### config.mk
export PLATFORM = sky130hd
export DESIGN_NAME = rs232in_fifo
export DESIGN_NICKNAME = d
export VERILOG_FILES = /design/src/rtl/rs232in_fifo.sv
export SDC_FILE = /design/constraint.sdc
export NUM_CORES = 1
export LEC_CHECK = 0
export BUFFER_PORTS_ARGS = -buffer_cell sky130_fd_sc_hd__buf_2
export CORE_MARGIN = 10
export CORE_UTILIZATION = 45
export DETAILED_ROUTE_END_ITERATION = 10
export HOLD_SLACK_MARGIN = 0.15
export PLACE_DENSITY = 0.71
export SLEW_MARGIN = 20
export SYNTH_ARGS = -nofsm -noshare
export SYNTH_HDL_FRONTEND = slang
export SYNTH_SLANG_ARGS = --single-unit
### constraint.sdc
create_clock -name clk -period 4.1 [get_ports clk]
set_clock_uncertainty 0.2 [all_clocks]
set_input_delay 0.82 -clock clk [delete_from_list [all_inputs] [get_ports clk]]
set_output_delay 0.82 -clock clk [all_outputs]
set_load 0.05 [all_outputs]
### src/rtl/rs232in_fifo.sv
// Receive-side byte FIFO between the rs232in deserializer and the rs232 register block.
// Bytes announced by in_attention are queued; rd_strobe pops one byte into a registered rd_data.
module rs232in_fifo #(
    parameter int DEPTH_LOG2 = 4,
    parameter int WIDTH      = 8
) (
    input  logic                  clk,
    input  logic                  reset_n,
    input  logic                  in_attention,
    input  logic [WIDTH-1:0]      in_data,
    input  logic                  rd_strobe,
    output logic [WIDTH-1:0]      rd_data,
    output logic                  rd_valid,
    output logic [DEPTH_LOG2:0]   count,
    output logic                  empty,
    output logic                  full,
    output logic                  overflow,
    input  logic                  clr_overflow
);

    localparam int DEPTH = 1 << DEPTH_LOG2;
    localparam logic [DEPTH_LOG2:0] DEPTH_CNT = (DEPTH_LOG2 + 1)'(DEPTH);

    logic [WIDTH-1:0]      mem_q [DEPTH];
    logic [DEPTH_LOG2-1:0] wptr_q, wptr_d;
    logic [DEPTH_LOG2-1:0] rptr_q, rptr_d;
    logic [DEPTH_LOG2:0]   count_q, count_d;
    logic [WIDTH-1:0]      rd_data_q, rd_data_d;
    logic                  rd_valid_q, rd_valid_d;
    logic                  overflow_q, overflow_d;
    logic                  empty_w, full_w;
    logic                  pop_ok, push_ok, drop;

    assign empty_w = (count_q == '0);
    assign full_w  = (count_q == DEPTH_CNT);

    // A pop in the same cycle frees a slot, so a full FIFO still accepts the push.
    assign pop_ok  = rd_strobe && !empty_w;
    assign push_ok = in_attention && (!full_w || pop_ok);
    assign drop    = in_attention && !push_ok;

    always_comb begin
        wptr_d     = wptr_q;
        rptr_d     = rptr_q;
        rd_data_d  = rd_data_q;
        rd_valid_d = pop_ok;
        overflow_d = overflow_q;
        count_d    = count_q + {{DEPTH_LOG2{1'b0}}, push_ok} - {{DEPTH_LOG2{1'b0}}, pop_ok};

        if (push_ok) begin
            wptr_d = wptr_q + 1'b1;
        end
        if (pop_ok) begin
            rptr_d    = rptr_q + 1'b1;
            rd_data_d = mem_q[rptr_q];
        end
        if (drop) begin
            overflow_d = 1'b1;
        end else if (clr_overflow) begin
            overflow_d = 1'b0;
        end
    end

    always_ff @(posedge clk or negedge reset_n) begin
        if (!reset_n) begin
            wptr_q     <= '0;
            rptr_q     <= '0;
            count_q    <= '0;
            rd_data_q  <= '0;
            rd_valid_q <= 1'b0;
            overflow_q <= 1'b0;
        end else begin
            wptr_q     <= wptr_d;
            rptr_q     <= rptr_d;
            count_q    <= count_d;
            rd_data_q  <= rd_data_d;
            rd_valid_q <= rd_valid_d;
            overflow_q <= overflow_d;
        end
    end

    // Storage needs no reset: contents are only visible through the pointers.
    always_ff @(posedge clk) begin
        if (push_ok) begin
            mem_q[wptr_q] <= in_data;
        end
    end

    assign rd_data  = rd_data_q;
    assign rd_valid = rd_valid_q;
    assign count    = count_q;
    assign empty    = empty_w;
    assign full     = full_w;
    assign overflow = overflow_q;

endmodule

==> results.ini <==
[outcome]
status = completed

[logic_synthesis]
avgSynthCellArea_um2 = 20.01
yosysMostFrequentCell = edfxtp_1
synth_area_leader_cell = edfxtp_1
synthesis.area_um2 = 6102
synth.distinct_cells = 38
synth_nets = 330
synthTopCellsByCount = 128 x edfxtp_1, 25 x mux4_2, 23 x dfrtp_1, 16 x mux2i_1, 12 x nor2_1
ys_seq_area_frac = 0.7242
synthArstFlopShare = 0.1523
synthFlopType = edfxtp_1
synth_top_area_frac = 0.6299
ys_ff_latch = 151
synth_edf_count = 128
ys_top_cells_by_area = edfxtp_1 63%, dfrtp_1 9.4%, mux4_2 9.2%
ys.warnings.count = 0
postSynthCellCount = 305

[cts]
path_clk_slew_ns = 0.06
postCtsSetupBuffers = 0
cts_tree = built
h-tree-depth = 4
clk_path_buf_depth = 2
cts_resized = 0
clk_latency_ns = 0.43
cts.sinks = 151
cts_made_buffers = 17
cts_hold_buf = 0
root_buffer = clkbuf_16

[die]
start_util = 0.4608
die-height_um = 136.5
die_w_um = 136.5
ios = 30
die_area_um2 = 18620
placementRows = 42
core_um2 = 13240

[global_route]
grt_pass1_wl_um = 18130
track_usage = 0.1320
grt.overflow.total = 0
grt_max_degree = 35
grt_pass1_vias = 3086
antenna_found_initial = 0

[setup_path]
crit_arrival_ns = 2.04
crit_chain = inv_1 -> ha_1 -> or4b_4 -> inv_2 -> buf_2
setup.worst_path.end_class = output pin
start_kind = flop
reg2reg_slack_ns = 1.10
critPathMaxStageDelay_ns = 0.49
cp_data_required_time_ns = 3.08
cp_slowest_cell = or4b_4
worstPathMaxFanout = 12
setup.worst_path.class = flop to output pin

[final_layout]
syn2layout_area_growth_pct = 14.93
antennaDiodeCount = 0
nNetsFinal = 369
final_layout_size_suffix_gt1_frac = 0.2745

[drt]
finalWirelength_um = 11570
drc = 0
viasPerCell = 5.484
drt-pass1-iter-count = 4
drt_iter0_drc = 215
ant_nets = 0
vias = 2923
wire_per_inst_um = 21.70

[power_and_ir_drop]
pwr-share-comb = 0.282
power.total_mw = 5.257
p_sw_frac = 0.3311
p_per_area_nw_per_um2 = 749.6
p_seq_frac = 0.410
clkPwrFrac = 0.307
leakage_nw = 2.498
p_switching_mw = 1.741
vdd_drop_max_mv = 0.3679
p_int_mw = 3.516

[placed_design]
gp_congestion = 0.8273
numPortBuffers = 29
dp_hpwl_um = 7546

[sta]
rsz0062_at_grt = false
max-slew-margin-rel = 0.3910
max_freq_mhz = 326.9
period_share = 0.7460
hold_viol_final = 0
slew_violations = 0
tightest_slew_ns = 0.9102
period_minus_slack_ns = 3.059
setup_violations = 0
hold-worst-slack_ns = 0.1619
setup_tns_ns = 0

[job]
drv_cap = 0

[min_path]
min_path_type = primary input to asynchronous set/reset pin

[power groups by stage]
stage / Sequential [mW] / Clock (mW) / Combinational [mW]
2_1_floorplan: 2.25 / 0 / 1.06
3_3_place_gp: 2.18 / 0 / 1.47
3_5_place_dp: 2.20 / 0 / 1.50
4_1_cts: 2.17 / 1.64 / 1.51
5_1_grt: 2.19 / 1.71 / 1.60
6_report: 2.16 / 1.62 / 1.48
[logic make-up (layout without fill, tap and decap cells)]
family	after synthesis	in the layout	synth area share
AO/OA/AOI/OAI	27	27	0.03158
multiplexers	50	50	0.1523
buffers and inverters	27	79	0.02788
flip-flops	151	151	0.7242
adder cells (fa/ha/maj)	12	12	0.02584
XOR/XNOR	10	10	0.01435
AND/OR/NAND/NOR	28	28	0.02378
[cells in the final DEF, fill, tap and decap left out, types with 3 or more instances in the layout]
cell type and n:
dfrtp_1 21, o21ai_0 8, inv_1 9, mux4_1 7
o221ai_1 8, clkbuf_16 17, xnor2_1 5, inv_6 4
nor2_1 12, ha_1 11, o211ai_1 4, bufinv_16 3
mux2i_1 16, clkinv_4 4, mux4_2 25, nor3_1 5
xor2_1 5, buf_4 7, buf_2 29, nand3_1 3
edfxtp_1 128
[cell type report]
class                           count  area, um^2
Fill cell                        1038        6230
Sequential cell                   151        4422
Multi-Input combinational cell    127        1513
Clock buffer                       17       425.4
Tap cell                          176       220.2
Timing Repair Buffer               36       197.7
Clock inverter                     15       193.9
Inverter                           11       41.29
[registers in the layout, summed over array words and instances (netlist names)]
signal    cells
wptr_q        4
overflow      1
mem_q       128
count         5
rptr_q        4
rd_valid      1
rd_data       8
[worst max-delay path, delay by kind of cell (launching register included)]
family | cells | cell delay, ns
fa+ha+maj | 1 | 0.17
simple gates | 1 | 0.49
buf+inv | 3 | 0.56
flops | 1 | 0.39
[layer usage]
layer | up-vias | track usage | wire (um)
met5 | - | 0 | 0
met4 | 0 | 0.03254 | 108
met3 | 14 | 0.05166 | 679
met2 | 66 | 0.2065 | 5605
met1 | 1526 | 0.1694 | 5172
li1 | 1317 | - | -
[worst paths after layout]
kind / cells past startpoint / endpoint / startpoint
hold / removal: 1 / rptr_q[0] / reset_n
hold reg to reg: 1 / overflow / overflow
setup reg to reg: 12 / count[4] / count[2]
setup / recovery: 5 / empty / count[2]
max in group asynchronous: 1 / rptr_q[2] / reset_n
min in group clk: 1 / overflow / overflow
[stage by stage]
step / setup WS (ns) / std cells / util / cell area, um^2
final: 1.041 / 533 / 0.5296 / 7013
after global routing: 0.9128 / 533 / 0.5296 / 7013
after CTS: 1.028 / 533 / 0.5296 / 7013
after detailed placement: 1.040 / 501 / 0.4828 / 6394
after global placement: 1.130 / 501 / 0.4827 / 6392
after floorplan: 1.107 / 305 / - / 6102
No activity file was read; power rests on OpenSTA's default activity.
